## src/rtl/axis_seq_check.sv

```systemverilog
// axis_seq_check: AXI-Stream sequence-continuity checker.
// Forwards the stream through a 2-entry skid buffer. All outputs are registered.
// Each accepted beat's tuser is compared with the previous accepted tuser + 1,
// modulo 2^USER_WIDTH. Discontinuities are flagged on m_tgap and counted in a
// saturating error counter.
// Optional build macro AXIS_SEQ_CHECK_DROP_EN: when it is defined, a mismatching
// beat is consumed but not forwarded, and the gap flag moves to the next
// forwarded beat.
module axis_seq_check #(
    parameter int DATA_WIDTH  = 8,
    parameter int USER_WIDTH  = 8,
    parameter int COUNT_WIDTH = 16
) (
    input  logic                   clock,
    input  logic                   resetn,
    input  logic [DATA_WIDTH-1:0]  s_tdata,
    input  logic [USER_WIDTH-1:0]  s_tuser,
    input  logic                   s_tvalid,
    output logic                   s_tready,
    output logic [DATA_WIDTH-1:0]  m_tdata,
    output logic [USER_WIDTH-1:0]  m_tuser,
    output logic                   m_tgap,
    output logic                   m_tvalid,
    input  logic                   m_tready,
    output logic                   locked,
    output logic [COUNT_WIDTH-1:0] error_count
);

    localparam logic [USER_WIDTH-1:0]  USER_ONE  = {{(USER_WIDTH-1){1'b0}}, 1'b1};
    localparam logic [COUNT_WIDTH-1:0] COUNT_ONE = {{(COUNT_WIDTH-1){1'b0}}, 1'b1};
    localparam logic [COUNT_WIDTH-1:0] COUNT_MAX = {COUNT_WIDTH{1'b1}};

    typedef enum logic [0:0] {
        ST_UNLOCKED = 1'b0,
        ST_LOCKED   = 1'b1
    } state_t;

    state_t                 state_r, state_next_s;
    logic [USER_WIDTH-1:0]  expected_r, expected_next_s;
    logic                   locked_r, locked_next_s;
    logic [COUNT_WIDTH-1:0] error_count_r, error_count_next_s;
    logic                   accept_s;
    logic                   mismatch_s;
    logic                   push_s;
    logic                   beat_gap_s;
    logic                   out_free_s;

    // Output register (entry 0) and skid register (entry 1).
    logic                   m_tvalid_r, m_tvalid_next_s;
    logic [DATA_WIDTH-1:0]  m_tdata_r, m_tdata_next_s;
    logic [USER_WIDTH-1:0]  m_tuser_r, m_tuser_next_s;
    logic                   m_tgap_r, m_tgap_next_s;
    logic                   skid_valid_r, skid_valid_next_s;
    logic [DATA_WIDTH-1:0]  skid_tdata_r, skid_tdata_next_s;
    logic [USER_WIDTH-1:0]  skid_tuser_r, skid_tuser_next_s;
    logic                   skid_tgap_r, skid_tgap_next_s;
    logic                   s_tready_r, s_tready_next_s;

`ifdef AXIS_SEQ_CHECK_DROP_EN
    logic                   pend_gap_r, pend_gap_next_s;
`endif

    assign accept_s = s_tvalid && s_tready_r;

    // Sequence FSM: lock on the first beat, then track the expected tuser and count mismatches.
    always_comb begin
        state_next_s       = state_r;
        expected_next_s    = expected_r;
        locked_next_s      = locked_r;
        error_count_next_s = error_count_r;
        mismatch_s         = 1'b0;
        if (accept_s) begin
            case (state_r)
                ST_UNLOCKED: begin
                    state_next_s    = ST_LOCKED;
                    expected_next_s = s_tuser + USER_ONE;
                    locked_next_s   = 1'b1;
                end
                ST_LOCKED: begin
                    if (s_tuser == expected_r) begin
                        expected_next_s = expected_r + USER_ONE;
                    end else begin
                        mismatch_s      = 1'b1;
                        expected_next_s = s_tuser + USER_ONE;
                        if (error_count_r != COUNT_MAX) begin
                            error_count_next_s = error_count_r + COUNT_ONE;
                        end else begin
                            error_count_next_s = error_count_r;
                        end
                    end
                end
                default: begin
                    state_next_s  = ST_UNLOCKED;
                    locked_next_s = 1'b0;
                end
            endcase
        end else begin
            state_next_s = state_r;
        end
    end

`ifdef AXIS_SEQ_CHECK_DROP_EN
    // Drop mode: mismatching beats are swallowed and the gap is carried to the next forwarded beat.
    always_comb begin
        push_s          = accept_s && !mismatch_s;
        beat_gap_s      = pend_gap_r;
        pend_gap_next_s = pend_gap_r;
        if (accept_s && mismatch_s) begin
            pend_gap_next_s = 1'b1;
        end else if (accept_s) begin
            pend_gap_next_s = 1'b0;
        end else begin
            pend_gap_next_s = pend_gap_r;
        end
    end
`else
    // Forward mode: every accepted beat is forwarded, marked when it broke the sequence.
    always_comb begin
        push_s     = accept_s;
        beat_gap_s = mismatch_s;
    end
`endif

    assign out_free_s = !m_tvalid_r || m_tready;

    // Skid buffer steering: refill the output from the skid entry first, otherwise from the input.
    always_comb begin
        m_tvalid_next_s   = m_tvalid_r;
        m_tdata_next_s    = m_tdata_r;
        m_tuser_next_s    = m_tuser_r;
        m_tgap_next_s     = m_tgap_r;
        skid_valid_next_s = skid_valid_r;
        skid_tdata_next_s = skid_tdata_r;
        skid_tuser_next_s = skid_tuser_r;
        skid_tgap_next_s  = skid_tgap_r;
        if (out_free_s) begin
            if (skid_valid_r) begin
                m_tvalid_next_s   = 1'b1;
                m_tdata_next_s    = skid_tdata_r;
                m_tuser_next_s    = skid_tuser_r;
                m_tgap_next_s     = skid_tgap_r;
                skid_valid_next_s = 1'b0;
            end else if (push_s) begin
                m_tvalid_next_s = 1'b1;
                m_tdata_next_s  = s_tdata;
                m_tuser_next_s  = s_tuser;
                m_tgap_next_s   = beat_gap_s;
            end else begin
                m_tvalid_next_s = 1'b0;
            end
        end else begin
            if (push_s) begin
                skid_valid_next_s = 1'b1;
                skid_tdata_next_s = s_tdata;
                skid_tuser_next_s = s_tuser;
                skid_tgap_next_s  = beat_gap_s;
            end else begin
                skid_valid_next_s = skid_valid_r;
            end
        end
        s_tready_next_s = !skid_valid_next_s;
    end

    // Sequence state registers.
    always_ff @(posedge clock or negedge resetn) begin
        if (!resetn) begin
            state_r       <= ST_UNLOCKED;
            expected_r    <= '0;
            locked_r      <= 1'b0;
            error_count_r <= '0;
        end else begin
            state_r       <= state_next_s;
            expected_r    <= expected_next_s;
            locked_r      <= locked_next_s;
            error_count_r <= error_count_next_s;
        end
    end

`ifdef AXIS_SEQ_CHECK_DROP_EN
    // Pending-gap flag for dropped beats.
    always_ff @(posedge clock or negedge resetn) begin
        if (!resetn) begin
            pend_gap_r <= 1'b0;
        end else begin
            pend_gap_r <= pend_gap_next_s;
        end
    end
`endif

    // Skid buffer and output registers.
    always_ff @(posedge clock or negedge resetn) begin
        if (!resetn) begin
            m_tvalid_r   <= 1'b0;
            m_tdata_r    <= '0;
            m_tuser_r    <= '0;
            m_tgap_r     <= 1'b0;
            skid_valid_r <= 1'b0;
            skid_tdata_r <= '0;
            skid_tuser_r <= '0;
            skid_tgap_r  <= 1'b0;
            s_tready_r   <= 1'b0;
        end else begin
            m_tvalid_r   <= m_tvalid_next_s;
            m_tdata_r    <= m_tdata_next_s;
            m_tuser_r    <= m_tuser_next_s;
            m_tgap_r     <= m_tgap_next_s;
            skid_valid_r <= skid_valid_next_s;
            skid_tdata_r <= skid_tdata_next_s;
            skid_tuser_r <= skid_tuser_next_s;
            skid_tgap_r  <= skid_tgap_next_s;
            s_tready_r   <= s_tready_next_s;
        end
    end

    assign s_tready    = s_tready_r;
    assign m_tvalid    = m_tvalid_r;
    assign m_tdata     = m_tdata_r;
    assign m_tuser     = m_tuser_r;
    assign m_tgap      = m_tgap_r;
    assign locked      = locked_r;
    assign error_count = error_count_r;

endmodule

```

## config.mk

```make
export PLATFORM = sky130hd
export DESIGN_NAME = axis_seq_check
export DESIGN_NICKNAME = d
export VERILOG_FILES = /design/src/rtl/axis_seq_check.sv
export SDC_FILE = /design/constraint.sdc
export NUM_CORES = 1
export LEC_CHECK = 0
export CAP_MARGIN = 20
export CORE_AREA = 2 2 81 83
export DETAILED_ROUTE_END_ITERATION = 7
export DIE_AREA = 0 0 83 85
export PLACE_DENSITY_LB_ADDON = 0.25
export SLEW_MARGIN = 25
export SYNTH_ARGS = -nofsm -noshare
export SYNTH_HDL_FRONTEND = slang
export SYNTH_SLANG_ARGS = --single-unit
```

## constraint.sdc

```tcl
create_clock -name clock -period 2.3 [get_ports clock]
set_clock_uncertainty 0.15 [all_clocks]
set_input_delay 0.69 -clock clock [delete_from_list [all_inputs] [get_ports clock]]
set_output_delay 0.69 -clock clock [all_outputs]
set_load 0.05 [all_outputs]
```

==> results of run 1 <==
[Yosys cell counts (5+ instances only)]
cell / count
dfrtp_1: 63
mux2i_1: 21
nor2_1: 23
inv_1: 6
o21ai_0: 5
xnor2_1: 15
xor2_1: 14
nor4_1: 6
mux2_2: 18
buf_6: 5
nand3_1: 15
nand2_1: 17
nor3_1: 5
buf_2: 7
a21oi_1: 22
[flip-flops by register name, summed over array words and instances (netlist names)]
register      count
error_count      16
expected_r        8
locked            1
m_tdata           8
m_tgap            1
m_tuser           8
m_tvalid          1
s_tready          1
skid_tdata_r      8
skid_tgap_r       1
skid_tuser_r      8
skid_valid_r      1
state_r           1
[kinds of logic (layout without fill, tap and decap cells)]
family                     count (synthesis)  in the layout  synth area share
and+or+nand+nor                           86             86             0.154
DFF                                       63             63             0.501
muxes                                     39             39             0.131
AOI/OAI and AO/OA                         38             38            0.0804
xor gates and xnor gates                  29             29            0.0808
buffers and inverters                     20            102            0.0398
adders and majority gates                  3              3            0.0119
[cells in the final DEF (no fill, tap or decap), drive strengths merged, types with 3 or more instances in the layout]
| cell | instances |
|---|---|
| and3 | 4 |
| a21oi | 22 |
| buf | 61 |
| ha | 3 |
| o21ai | 6 |
| nand3 | 15 |
| nand4 | 5 |
| clkdlybuf4s50 | 14 |
| a2bb2oi | 4 |
| inv | 6 |
| clkbuf | 14 |
| dfrtp | 63 |
| xor2 | 14 |
| nor4 | 9 |
| xnor2 | 15 |
| dlymetal6s2s | 4 |
| mux2i | 21 |
| mux2 | 18 |
| nand2 | 17 |
| nor2 | 23 |
| nor3 | 6 |
[where the power goes]
group	switching, mW	internal, mW
Sequential	0.211	1.36
Clock	0.420	0.447
Combinational	0.848	0.512
Total	1.48	2.32
[routing by layer]
metal,global-route usage,vias to the layer above
li1,-,1135
met1,0.258,1147
met2,0.325,54
met3,0.0535,10
met4,0.0760,0
met5,0,-
[layout make-up]
type	instances	area [sq um]	area share
clock buffer	13	159	0.0387
tap	77	96.3	0.0235
timing repair buffer	80	712	0.173
multi-input combinational	195	1520	0.370
sequential	63	1580	0.384
inverter	6	22.5	0.00549
clock inverter	3	17.5	0.00427
[worst max-delay path: stages]
cell and delay [ns]:
clkdlybuf4s50_1 0.44, xnor2_1 0.25, nand4_4 0.18, nor3_4 0.29
buf_6 0.15, clkbuf_16 0.13, a21oi_1 0.07, a2bb2oi_2 0.13
[worst paths after layout]
| kind | endpoint | from | depth (start not counted) |
|---|---|---|---|
| max | expected_r[7]$_DFFE_PN0P_ | s_tuser[1] | 8 |
| min | m_tdata[6]$_DFFE_PN0P_ | resetn | 2 |
| max reg2reg | error_count[1]$_DFFE_PN0P_ | error_count[0]$_DFFE_PN0P_ | 6 |
| min reg2reg | locked$_DFFE_PN0P_ | locked$_DFFE_PN0P_ | 1 |
| max in group asynchronous | error_count[3]$_DFFE_PN0P_ | resetn | 2 |
| min in group clock | locked$_DFFE_PN0P_ | locked$_DFFE_PN0P_ | 1 |
[per-stage QoR]
stage	area, sq um	hold slack [ns]	setup slack, ns
after floorplan	3140	0.244	0.175
after detailed placement	3810	0.320	-0.342
after global routing	4100	0.224	-0.0363
final	4100	0.200	0.0414
after CTS	3980	0.200	0.0327
after global placement	3810	0.319	-0.265
[what timing repair did]
action	in CTS	in global routing
resized for setup	0	16
setup buffers	0	1
endpoints found under the setup margin	0	11
hold buffers	0	0
==> qor.txt, run 1 <==
die footprint -> 7060 sq um
Worst setup EP type -> flip-flop
chip height -> 85 um
Area growth, synth to finish -> 30.5%
Max Used Layer -> met4
initial DRC count -> 95
Total Routing Usage GR -> 0.200
Initial DRT Pass Iterations -> 4
Leak -> 1.83 nW
die width -> 83 um
Via Count -> 2346
filler instances -> 480
GPL Wtd Cong -> 0.773
largest net degree at the start of global routing -> 64
FFs w/ async S/R, synth -> 1.00
Cells after DPL -> 419
Initial Util -> 0.507
# diodes -> 0
Max-Cap Viols -> 0
Nets -> 378
met2 wire len -> 3290 um
EDFF count, synth -> 0
Max Slew Vio Count -> 0
outcome -> finished, final reports clean
critical path arrival -> 2.33 ns
Inserted Clock Buffers -> 9
Hold Crit Class -> in -> async
final setup violation count -> 0
final hold vios -> 0
DR vias/cell -> 5.37
vias in the first global route -> 2305
CTS tree -> yes
worst relative slew slack -> 0.728
Synth Net Count -> 301
Syn. warnings -> 0
total congestion overflow -> 0
minimum clock period -> 2.26 ns
type of the worst setup path -> in -> reg
CP max FO -> 6
final setup TNS -> 0 ns
ys flop type -> dfrtp_1
Mean Syn Cell Area -> 11.3 sq um
IO Port Bufs -> 55
Antenna Nets Post-Route -> 0
Max clock buf depth -> 2
clock latency on the worst-skew pair -> 0.34 ns
hpwl dp -> 4610 um
Mapped Area -> 3140 sq um
row cnt -> 29
FMAX -> 0.443 GHz
DR WL met3 -> 289 um
Yosys cell types -> 37
post-synthesis sequential area ratio -> 0.501
M1 WL -> 2900 um
Tot Pwr -> 3.80 mW
drt wl/cell -> 15.1 um
Final period util -> 0.982
Synth top area share -> 0.501
share of layout cells above drive strength 1 -> 0.314
Least-Margin Pin Slew -> 0.408 ns
clk slew on worst S/H paths -> 0.07 ns
antenna violations before repair -> 0
first-pass GRT wire length -> 11100 um
cells after synthesis -> 278
clock sink count -> 63
VDD IR max -> 0.000688 V
Core Region -> 6200 sq um
CP required -> 2.38 ns
I/O Pins -> 56
DRC -> 0
Yosys top cell by area -> dfrtp_1
H-tree depth -> 3
Worst Setup Start Kind -> input pin
synthesized flop and latch total -> 63
reg-to-reg setup timing slack -> 0.24 ns
Non-Filler Instances -> 437
wirelength, routed -> 6610 um
PD cells -> 925 nW/um^2
clock root cell -> clkbuf_8
Layout Utilization -> 0.661
Area contributors post-synth -> dfrtp_1 (50%), mux2i_1 (6.7%), mux2_2 (6.4%)
Note: power is estimated with default switching activity, not from simulation.
==> run 2, diff against run 1 <==
--- a/config.mk
+++ b/config.mk
@@ -14,3 +14,4 @@
 export SYNTH_ARGS = -nofsm -noshare
 export SYNTH_HDL_FRONTEND = slang
 export SYNTH_SLANG_ARGS = --single-unit
+export TNS_END_PERCENT = 1
==> results of run 2 <==
Final layout, timing and power as in run 1 (identical DEF).
==> RTL change 1 (settings of run 2) <==
Set the parameter `DATA_WIDTH` to 7 (it was 8).
--- a/src/rtl/axis_seq_check.sv
+++ b/src/rtl/axis_seq_check.sv
@@ -7,7 +7,7 @@
 // beat is consumed but not forwarded, and the gap flag moves to the next
 // forwarded beat.
 module axis_seq_check #(
-    parameter int DATA_WIDTH  = 8,
+    parameter int DATA_WIDTH  = 7,
     parameter int USER_WIDTH  = 8,
     parameter int COUNT_WIDTH = 16
 ) (
Interface: changed (resized m_tdata and s_tdata); port bits go from 56 to 54. The function was not compared with the original's and may differ.
==> RTL change 1 against run 2 <==
Synthesized area is 1.8% lower; power increased by 3.9%; routed wire length decreased by 3.8%; largest power group unchanged; final area is 2.5% lower; utilization decreased by 1.7 points; count of clock-buffer cells in the layout unchanged; worst setup slack improved by 0.0083 ns; sequential cell count down 2; critical path type unchanged.
==> RTL change 1: results (changes against run 2) <==
metric,value,unit,change
grt_pass1_vias,2284,,-0.91%
drt-met1-wl,2950,um,+1.8%
synth_fp_nets,293,,-2.7%
hold_ws,0.203,ns,+0.00319 ns
drt_iter0_markers,103,,+8.4%
synth.cells.most_frequent,"dfrtp_1, nor2_1, a21oi_1, mux2i_1, nand2_1",,
met1_usage,26.7,%,+0.92 points
peakVddDrop,0.735,mV,+6.9%
wl_per_cell,14.9,um,-1.6%
worst_pin_slew,0.315,ns,-0.0930 ns
dr_wl_met3,304,um,+5.2%
cp_max_fo,5,,-1
synth_cell_types,40,,+8.1%
vias,2286,,-2.6%
hpwl,4310,um,-6.5%
met2_usage,28.7,%,-3.7 points
ys_top_cells_by_area,"dfrtp_1, mux2i_1, mux2_2, xor2_1, a21oi_1",,
nets,367,,-2.9%
critPathMaxStageDelay,0.47,ns,+0.03 ns
synth-compound-area-share,8.31,%,+0.27 points
nFillCells,484,,+0.83%
grt_pass1_wl,11000,um,-1.4%
grt_usage,19.4,%,-0.53 points
pre_cts_slack,-0.354,ns,-0.0124 ns
p_leak,0.00182,uW,-0.85%
synthXorXnorAreaFrac,9.20,%,+1.1 points
syn_area_per_cell,11.4,um2,+0.75%
reg2reg_depth,7,,+1
arrival,2.37,ns,+0.04 ns
grt_max_degree,62,,-3.1%
status,completed,,
dp_cells,410,,-2.1%
synth-seq-area-share,49.4,%,-0.71 points
synthMuxAreaShare,12.7,%,-0.45 points
r2r_end,error_count[13],,
drive_gt1_share,32.6,%,+1.2 points
wirelength,6360,um,-3.8%
clockBufferDepth,2,,unchanged
placed_area,3740,um2,-1.8%
-- RTL change 1: changes by cell type after synthesis, sizes merged, moves of 3 or more --
cell / run 2 / this run
nand2: 17 / 20
buf: 13 / 10
nor4: 9 / 1
nor3: 6 / 13
nand3: 15 / 12
clkbuf: 1 / 4
-- RTL change 1: how the worst max path moves through the flow --
stage / from / endpoint / slack (ns) / depth (start not counted)
after detailed placement: s_tuser[5] / expected_r[6] / -0.35 / 7
after global placement: s_tuser[5] / expected_r[6] / -0.29 / 7
final: s_tuser[7] / error_count[6] / 0.05 / 8
after CTS: s_tuser[5] / error_count[6] / 0.02 / 8
after global routing: s_tuser[0] / expected_r[5] / -0.02 / 7
after floorplan: error_count[0] / error_count[1] / 0.12 / 6
-- RTL change 1: kinds of logic (layout without fill, tap and decap cells) --
| family | count (synthesis) | in the layout |
|---|---|---|
| AND/OR/NAND/NOR | 85 | 85 |
| flip-flops | 61 | 61 |
| AO/OA/AOI/OAI | 38 | 38 |
| multiplexers | 37 | 37 |
| XOR/XNOR | 29 | 29 |
| buffers and inverters | 18 | 97 |
| adder cells (fa/ha/maj) | 3 | 3 |
-- RTL change 1: repair_timing --
item                       CTS  global route
setup endpoints to repair    2            22
resized for setup            0             6
hold buffers                 0             0
buffers inserted             1             0
pin swaps                    2             4
-- RTL change 1: final cells by class --
type                            count  area, um2  share of cell area [%]
Sequential cell                    61       1530                    38.1
Inverter                            4       15.0                   0.375
Tap cell                           77       96.3                    2.41
Clock inverter                      3       67.6                    1.69
Multi-Input combinational cell    192       1470                    36.8
Timing Repair Buffer               77        666                    16.6
Clock buffer                       13        159                    3.97
-- RTL change 1: power by group --
group          internal [uW]  switching (uW)
Combinational            496             828
Sequential              1310             215
Clock                    671             420
==> RTL change 2 (config.mk and constraints of run 2) <==
Without the edit above. Put one more register stage on the output `error_count`, with the module's reset. The value now appears one clock later. The other outputs are not delayed to match.
--- a/src/rtl/axis_seq_check.sv
+++ b/src/rtl/axis_seq_check.sv
@@ -218,7 +218,13 @@
     assign m_tuser     = m_tuser_r;
     assign m_tgap      = m_tgap_r;
     assign locked      = locked_r;
-    assign error_count = error_count_r;
+    always_ff @(posedge clock or negedge resetn) begin
+        if (!resetn) begin
+            error_count <= '0;
+        end else begin
+            error_count <= error_count_r;
+        end
+    end
 
 endmodule
 
Check against the original RTL: not equivalent (a bounded check fails within 4 cycles, from zero or initial values and one cycle with resetn low).
==> RTL change 2 against run 2 <==
Combinational power up 4%; worst setup slack improved by 0.0062 ns; first-iteration DRC count increased by 100%; power up 13%; synthesized area grew 14%; synthesized cell count up 6.5%; routed wire length increased by 12%; final area rose by 12%; sequential cell count rose by 16; clock power up 8.9%; worst hold slack worse by 0.11 ns; global-route usage up 2.4 points; critical endpoint is now expected_r[3]; largest cell class unchanged; largest power group unchanged.
==> RTL change 2: results (changes against run 2) <==
metric,value,unit,change
status,completed,,
arrival,2.40,ns,+0.07 ns
buffer_area_share,16.8,%,-0.55 points
sh_seq_area,43.1,%,+4.7 points
clkCellAreaFrac,3.93,%,-0.37 points
clkPwrFrac,22.0,%,-0.8 points
grt_pass1_wl,12400,um,+11%
synth_cells,296,,+6.5%
slowest_stage,clkdlybuf4s50_1,,
multi_input_area,1540,um2,+1.6%
min_path_type,in2async,,
drt_iter0_markers,190,,+100%
pre_cts_slack,-0.385,ns,-0.0435 ns
clk_latency,0.35,ns,
n_all_buffers,86,,+7.5%
r2r_slack,0.13,ns,-0.11 ns
stdcell_area,4580,um2,+12%
synth-seq-area-share,55.1,%,+5.0 points
synth.cells.most_frequent,"dfrtp_1, mux2i_1, a21oi_1, nor2_1",,
multi_input_cells,198,,+1.5%
endpoint,expected_r[3],,
nNonClkInverters,4,,-2
via_per_inst,5.53,,+3.0%
rr_startpoint,error_count_r[0],,
wl_per_cell,16.1,um,+6.3%
placed_area,4350,um2,+14%
p_comb,1410,uW,+4%
hold_ws,0.0891,ns,-0.111 ns
wirelength,7390,um,+12%
critPathMaxStageDelay,0.53,ns,+0.09 ns
synth_fp_nets,319,,+6.0%
reg2reg_depth,5,,-1
gp_congestion,0.849,,+9.8%
r2r_end,error_count_r[14],,
p_leak,0.00205,uW,+12%
synth_cell_types,44,,+19%
ys_top_cells_by_area,"dfrtp_1, mux2i_1, mux2_2, xor2_1, xnor2_1",,
clkbuf_count,9,,-4
dp_cells,444,,+6.0%
peakVddDrop,0.794,mV,+15%
powerDensity,935,nW/um2,+1.0%
path_delay_family,buffers and inverters,,
nets,401,,+6.1%
seq_cell_count,79,,+25%
hpwl,5310,um,+15%
grt_max_degree,39,,-39%
grt_pass1_vias,2533,,+9.9%
worst_pin_slew,0.446,ns,+0.0382 ns
fin_crit,2.25,ns,-0.00623 ns
cts_max_level,3,,unchanged
clk_pin_slew,0.09,ns,+0.02 ns
worstSetupStartpoint,s_tuser[7],,
cp_max_fo,14,,+8
cts_setup_buffers,0,,unchanged
drive_gt1_share,33.2,%,+1.8 points
grt_usage,22.3,%,+2.4 points
p_int,2640,uW,+14%
nFillCells,426,,-11%
cts_resized,1,,+1
## RTL change 2: changes by cell type after synthesis, sizes merged, moves of 2 or more
cell   before  now
xnor2      15   13
inv         6    4
and4        2    5
dfrtp      63   79
or3         0    2
nor2       23   20
## RTL change 2: worst reg2reg max path, cell delays in order, from the launching register on
cell and delay, ns:
dfrtp_1 0.44, ha_1 0.20, nand3_1 0.12, or2_2 0.36, nor4_1 0.40, mux2_2 0.38
## RTL change 2: logic make-up after synthesis
family / count (synthesis) / synth area share (%)
AOI/OAI and AO/OA: 37 / 6.35
xor gates and xnor gates: 27 / 6.59
adders and majority gates: 3 / 1.05
muxes: 40 / 11.9
buffers and inverters: 19 / 3.38
DFF: 79 / 55.1
and+or+nand+nor: 91 / 15.6
## RTL change 2: layer usage
metal  up-vias  global-route usage (%)  wire, um
li1       1213                       -         -
met2        56                    37.8      3910
met1      1266                    27.9      3140
met5         -                       0         0
met4         0                    8.49        73
met3         9                    5.64       276
